--- src/rtl/mips_pkg.sv ---
// Shared types and constants for the MIPS front end.
// Fetch FSM states, word type and reset defaults.
package mips_pkg;

  typedef logic [31:0] word_t;

  localparam word_t       MIPS_NOP     = 32'h0000_0000;
  localparam word_t       DEF_RESET_PC = 32'h0000_0000;
  localparam int unsigned DEF_PC_STEP  = 4;

  typedef enum logic [1:0] {
    S_BOOT = 2'd0,
    S_RUN  = 2'd1,
    S_HOLD = 2'd2
  } fetch_state_t;

endpackage

--- src/rtl/fetch_pc_reg.sv ---
// Program counter: reset load, sequential step, aligned redirect load.
// Also raises a sticky flag when a redirect target is misaligned.
module fetch_pc_reg
  import mips_pkg::*;
#(
  parameter word_t       RESET_PC = DEF_RESET_PC,
  parameter int unsigned PC_STEP  = DEF_PC_STEP
) (
  input  logic  clk,
  input  logic  reset,
  input  logic  i_step,
  input  logic  i_redir,
  input  word_t i_redir_pc,
  output word_t o_pc,
  output logic  o_misalign
);

  word_t r_pc;
  logic  r_misalign;
  word_t w_step;

  assign w_step = word_t'(PC_STEP);

  always_ff @(posedge clk) begin
    if (reset) begin
      r_pc       <= RESET_PC;
      r_misalign <= 1'b0;
    end else if (i_redir) begin
      r_pc <= {i_redir_pc[31:2], 2'b00};
      if (|i_redir_pc[1:0])
        r_misalign <= 1'b1;
    end else if (i_step) begin
      r_pc <= r_pc + w_step;
    end
  end

  assign o_pc       = r_pc;
  assign o_misalign = r_misalign;

endmodule

--- src/rtl/mips_fetch_stage.sv ---
// Instruction fetch stage: PC, imem handshake, one-entry IR slot.
// Define FETCH_PERF_CNT_EN to add fetch_count/stall_count outputs.
module mips_fetch_stage
  import mips_pkg::*;
#(
  parameter word_t       RESET_PC = DEF_RESET_PC,
  parameter int unsigned PC_STEP  = DEF_PC_STEP
) (
  input  logic  clk,
  input  logic  reset,
  output logic  imem_req,
  output word_t imem_addr,
  input  logic  imem_ready,
  input  word_t imem_rdata,
  input  logic  stall,
  input  logic  redirect_valid,
  input  word_t redirect_pc,
  output word_t IR,
  output logic  ir_valid,
  output word_t ir_pc,
  output word_t ir_pc_plus4,
  output logic  misalign_err
`ifdef FETCH_PERF_CNT_EN
  ,
  output word_t fetch_count,
  output word_t stall_count
`endif
);

  fetch_state_t r_state;
  fetch_state_t w_state_nxt;

  word_t r_ir;
  word_t r_ir_pc;
  word_t r_ir_pc4;
  logic  r_ir_valid;

  word_t w_pc;
  logic  w_req;
  logic  w_redir;
  logic  w_fill;
  logic  w_consume;

  // Redirects are ignored during the post-reset bubble.
  assign w_redir   = redirect_valid && (r_state != S_BOOT);
  assign w_consume = r_ir_valid && !stall;

  always_comb begin
    w_req       = 1'b0;
    w_state_nxt = r_state;
    unique case (r_state)
      S_BOOT: w_state_nxt = S_RUN;
      S_RUN: begin
        w_req = !redirect_valid && (!r_ir_valid || !stall);
        if (stall && r_ir_valid)
          w_state_nxt = S_HOLD;
      end
      S_HOLD: begin
        if (!stall)
          w_state_nxt = S_RUN;
      end
      default: w_state_nxt = S_BOOT;
    endcase
    if (w_redir)
      w_state_nxt = S_RUN;
  end

  assign imem_req  = w_req && !reset;
  assign imem_addr = w_pc;
  assign w_fill    = imem_req && imem_ready;

  fetch_pc_reg #(
    .RESET_PC (RESET_PC),
    .PC_STEP  (PC_STEP)
  ) u_pc (
    .clk        (clk),
    .reset      (reset),
    .i_step     (w_fill),
    .i_redir    (w_redir),
    .i_redir_pc (redirect_pc),
    .o_pc       (w_pc),
    .o_misalign (misalign_err)
  );

  always_ff @(posedge clk) begin
    if (reset) begin
      r_state    <= S_BOOT;
      r_ir       <= MIPS_NOP;
      r_ir_pc    <= '0;
      r_ir_pc4   <= '0;
      r_ir_valid <= 1'b0;
    end else begin
      r_state <= w_state_nxt;
      if (w_redir) begin
        r_ir       <= MIPS_NOP;
        r_ir_valid <= 1'b0;
      end else if (w_fill) begin
        r_ir       <= imem_rdata;
        r_ir_pc    <= w_pc;
        r_ir_pc4   <= w_pc + word_t'(PC_STEP);
        r_ir_valid <= 1'b1;
      end else if (w_consume) begin
        r_ir       <= MIPS_NOP;
        r_ir_valid <= 1'b0;
      end
    end
  end

  assign IR          = r_ir;
  assign ir_valid    = r_ir_valid;
  assign ir_pc       = r_ir_pc;
  assign ir_pc_plus4 = r_ir_pc4;

`ifdef FETCH_PERF_CNT_EN
  word_t r_fetch_cnt;
  word_t r_stall_cnt;

  always_ff @(posedge clk) begin
    if (reset) begin
      r_fetch_cnt <= '0;
      r_stall_cnt <= '0;
    end else begin
      if (w_fill && (r_fetch_cnt != '1))
        r_fetch_cnt <= r_fetch_cnt + 32'd1;
      if (r_ir_valid && stall && (r_stall_cnt != '1))
        r_stall_cnt <= r_stall_cnt + 32'd1;
    end
  end

  assign fetch_count = r_fetch_cnt;
  assign stall_count = r_stall_cnt;
`endif

endmodule
--- config.mk ---
export PLATFORM = sky130hd
export DESIGN_NAME = mips_fetch_stage
export DESIGN_NICKNAME = d
export VERILOG_FILES = /design/src/rtl/mips_pkg.sv /design/src/rtl/fetch_pc_reg.sv /design/src/rtl/mips_fetch_stage.sv
export SDC_FILE = /design/constraint.sdc
export NUM_CORES = 1
export LEC_CHECK = 0
export ABC_CLOCK_PERIOD_IN_PS = 2150
export CAP_MARGIN = 20
export CORE_AREA = 2 2 85 149
export DETAILED_ROUTE_END_ITERATION = 6
export DIE_AREA = 0 0 87 151
export DONT_BUFFER_PORTS = 1
export GPL_TIMING_DRIVEN = 0
export MAX_ROUTING_LAYER = met4
export PLACE_DENSITY = 0.55
export SYNTH_ARGS = -nofsm -noshare
export SYNTH_HDL_FRONTEND = slang
export SYNTH_SLANG_ARGS = --single-unit
export TNS_END_PERCENT = 50
--- constraint.sdc ---
create_clock -name clk -period 2.15 [get_ports clk]
set_clock_uncertainty 0.15 [all_clocks]
set_input_delay 0.3225 -clock clk [delete_from_list [all_inputs] [get_ports clk]]
set_output_delay 0.3225 -clock clk [all_outputs]
set_load 0.005 [all_outputs]
Word level (Yosys, flattened, before mapping)
Index checks and enable logic that the tools add are counted.

Register bits after elaboration: 132. Bits of input ports: 69. Output and inout bits: 131. Word-level logic and storage cells: 49.

Add/subtract/negate cells: 1. Equality and inequality tests: 6. Mux-type cells: 11. Bitwise logic cells: 1. Reduce and logical (&&, ||, !) cells: 21.

Operators by type and width (count): $mux W32 (4); $add A32 B3 Y32 const B (1); $reduce_and A2 Y1 (4); $logic_and A1 B1 Y1 (6); $ne A3 B2 Y1 const B (2); $pmux W2 S3 (1); $reduce_bool A2 Y1 (3); $logic_not A1 Y1 (4); $mux W1 (4); $mux W2 (2); $ne A2 B2 Y1 const B (2); $reduce_or A2 Y1 (2); $eq A2 B1 Y1 const B (1); $eq A2 B2 Y1 const B (1); $logic_not A2 Y1 (1); $logic_or A1 B1 Y1 (1); $not A1 Y1 (1).

Logic depth before layout (Yosys ltp)
Word-level depth: 8. Depth in mapped cells: 7. Mapped depth without buffers: 6.

By module
From an unflattened synthesis, not the netlist that was laid out.

Cells, all modules: 727. Area total of the unflattened synthesis: 5997.0 µm².

Modules (own cells, without submodules): mips_fetch_stage (instances 1, cells an instance 479, area an instance 4071.4 µm², sequential area each 1941.9 µm²); fetch_pc_reg (instances 1, cells an instance 248, area an instance 1925.6 µm², sequential area each 620.6 µm²).

Least setup slack after synthesis
No wires, ideal clock.

Path kind: register to register. From: reg u_pc.r_pc[2] (netlist: u_pc.o_pc[2]). To: reg u_pc.r_pc[12] (netlist: u_pc.o_pc[12]). Library setup time: 75 ps. Arrival: 1795 ps. Required time: 1925 ps. Slack: 129 ps. Cell stages (with the launch flop): 7. Path buffers: 0. Period minus slack after synthesis: 2021 ps. Cells stage by stage: dfxtp_1 -> ha_1 -> nand3_1 -> nor2_2 -> nand3_1 -> or3_1 -> a31oi_1.

Word-level cells in the longest chain between the ends: 3.

Ends and longest elaborated chain: from (decl) (line fetch_pc_reg.sv:18) `word_t r_pc;`; from (signal assigned) (line fetch_pc_reg.sv:29) `r_pc <= {i_redir_pc[31:2], 2'b00};`; from (signal assigned) (line fetch_pc_reg.sv:33) `r_pc <= r_pc + w_step;`; $add A32 B3 Y32 (line fetch_pc_reg.sv:33); $mux W32 (line fetch_pc_reg.sv:32) `end else if (i_step) begin`; $mux W32 (line fetch_pc_reg.sv:28) `end else if (i_redir) begin`.

No other way between the ends. The select of a mux whose other input is x is not followed. A chain may end at the register's enable or synchronous reset.

Final worst setup path
From: reg u_pc.r_pc[11] (netlist: u_pc.o_pc[11]). To: reg u_pc.r_pc[26] (netlist: u_pc.o_pc[26]).

Same word-level chain as after synthesis.

==> results.ini <==
[placed_design]
place_ws_ns=-0.414
dpl_cell_area_mm2=0.00548
dp_hpwl_um=12600
place_congestion=0.900
port_buffers=0

[setup_path]
reg2reg_from=u_pc.o_pc[11]
cp_max_fo=9
worst_setup_path_start_kind=register
critical_path.most_common_cell=buf_4
path_delay_family=simple AND/OR/NAND/NOR gates
critical_path.max_stage_delay_ns=0.36
crit_type=register to register
r2r_cells=7
crit_buf_inv=2
end_kind=register
timing.reg2reg.setup_slack_ns=0.1
r2r_end=u_pc.o_pc[26]
crit_start=u_pc.o_pc[11]
crit_cells=7
crit_path_end=u_pc.o_pc[26]
crit_path_cell_trace=buf_4, nand4_4, nor4_4, buf_4, nand4_1, xor2_1, o22ai_1
cp.required_ns=2.25
worstPathArrival_ns=2.16
cp_slowest_cell=dfxtp_1

[final_layout]
drive_gt1_share_pct=14.9
nets=788
multi_input_comb_area_mm2=0.00253
stdcell_area_mm2=0.00688
regArea_mm2=0.00253
syn2layout_area_growth_pct=30.2
antenna_cells=0
n_fill_cell=1092

[global_route]
grt_overflow_total=0
grt_pass1_vias=4885
grt_max_degree=17
busiest_layer=met2
grt_pass1_wl_um=26600
gr-usage-met1_pct=29.6
met2_usage_pct=47.4
grtUsageMet3_pct=6.92
antenna_found_initial=0
grt_use_total_pct=27.4

[timing]
slew_viol_final=0
slew_headroom_pct=46.4
setup_viol=0
fin_crit_sh_pct=95.5
finalWorstSetupSlack_ns=0.0959
tightest_slew_ns=0.804
holdWs_ns=0.0249
finalHoldViolCount=0
fmax_ghz=0.487
period_minus_slack_ns=2.05

[route]
wl_um=17800
drt_iter0_drc=337
drc=0
vias=5076
via_per_inst=5.88
drtAntennaViolNets=0
wl_per_cell_um=20.6
drt_pre_antenna_iters=6

[power_and_ir_drop]
peakVddDrop_uv=590
p_leak_nw=2.53
power_density_mw_per_mm2=833
total_power_mw=5.73

[job]
drv_cap=0

[status]
outcome=completed

[clock_network]
cts.path.max_buffers=2
h-tree-depth=4
cts_root_buf=clkbuf_16
clock_sinks=126
cts_buffers=17
clk_pin_slew_ns=0.05
tritoncts=built
insertion_delay_ns=0.41

[yosys]
synth_cell_types=46
synthFlopType=dfxtp_1
synth_edf_count=0
synth_area_mm2=0.00529
synth_cells=619
ys_seq_elements=126
yosys_warnings=0
ys_seq_area_share_pct=47.7
synthArstFlopShare_pct=0
avgSynthCellArea_um2=8.54

[floorplan]
die_w_um=87
core-area_mm2=0.0119
pin_count=200
dieArea_mm2=0.0131
die_h_um=151
start_util_pct=44.5
placementRows=53

[min_path]
min_path_type=input port to register

-- through the flow --
step | util (%) | instances | TNS (ns)
final | 58.0 | 864 | 0
after global routing | 58.0 | 864 | -0.0456
after CTS | 57.1 | 857 | 0
after detailed placement | 46.1 | 761 | -9.31
after global placement | 46.1 | 761 | -8.20
after floorplan | - | 624 | 0
-- kinds of logic after synthesis --
kind of cell	Yosys count	synth area share (%)
buffers and inverters	62	5.56
other	1	0.0709
flip-flops	126	47.7
AND/OR/NAND/NOR	223	20.3
XOR/XNOR	25	4.14
AO/OA/AOI/OAI	180	21.8
multiplexers	1	0.213
adder cells (fa/ha/maj)	1	0.237
-- worst reg2reg max path: stages, from the launching register on --
cell     delay (ns)
dfxtp_1        0.36
buf_4          0.19
nand4_4        0.19
nor4_4         0.29
buf_4          0.22
nand4_1        0.13
xor2_1         0.26
o22ai_1        0.12
-- cells in the final DEF (no fill, tap or decap), drive strengths merged, types with 23 or more instances in the layout --
master / count
dfxtp: 126
nand2: 86
nor2: 72
a21oi: 67
dlygate4sd3: 63
clkbuf: 55
a22oi: 45
buf: 35
o21ai: 25
nand3: 23
-- synth_stat cells (9+ instances only) --
| library cell | count | share of area [%] |
|---|---|---|
| a21oi_1 | 67 | 6.3 |
| xor2_1 | 17 | 2.8 |
| nand3_1 | 22 | 2.1 |
| buf_2 | 20 | 1.9 |
| nand2_1 | 86 | 6.1 |
| clkbuf_1 | 28 | 2.0 |
| a22oi_1 | 45 | 6.4 |
| and3_1 | 10 | 1.2 |
| o21ai_0 | 20 | 1.9 |
| dfxtp_1 | 126 | 48 |
| nor2_1 | 71 | 5.0 |
| a211oi_1 | 9 | 1.3 |
-- cell type report --
cell class	count	area share, %
inverters	6	0.527
well taps	137	2.49
flip-flops and latches	126	36.8
clock inverters	6	1.24
multi-input cells	436	36.7
repair buffers	75	10.7
plain buffers	56	4.42
clock buffers	22	7.18
-- layer usage --
| metal | vias up | share of wire (%) |
|---|---|---|
| met5 | - | 0 |
| met4 | 0 | 3.2 |
| met3 | 42 | 7.5 |
| met2 | 250 | 53 |
| met1 | 2399 | 36 |
| li1 | 2385 | - |
-- where the power goes --
part,total [mW],internal [mW],switching (mW)
Combinational,0.424,0.188,0.235
Sequential,2.48,2.40,0.0830
Clock,2.83,1.83,1.00
-- what timing repair did --
action                     4_1_cts  5_1_grt
setup buffers                    5        7
pin swaps                        4        3
hold buffers                    63        0
hold endpoints to repair        63        0
setup endpoints to repair       71      106
resized for setup               17       28
-- flip-flops by register name, summed over array words and instances (netlist names) --
name and cells:
ir_pc 30, r_state 2, ir_pc_plus4 30, IR 32, u_pc.o_misalign 1, u_pc.o_pc 30
ir_valid 1
-- worst min path at each step --
stage | from | endpoint | slack (ns) | depth (start not counted)
6_report | redirect_pc[6] | u_pc.o_pc[6] | 0.02 | 2
4_1_cts | redirect_pc[30] | u_pc.o_pc[30] | 0.004 | 2
3_5_place_dp | stall | r_state[1] | 0.30 | 2
2_1_floorplan | stall | r_state[1] | 0.29 | 2
3_3_place_gp | stall | r_state[1] | 0.29 | 2
5_1_grt | redirect_pc[17] | u_pc.o_pc[17] | 0.03 | 3
(Power assumes the default switching activity.)
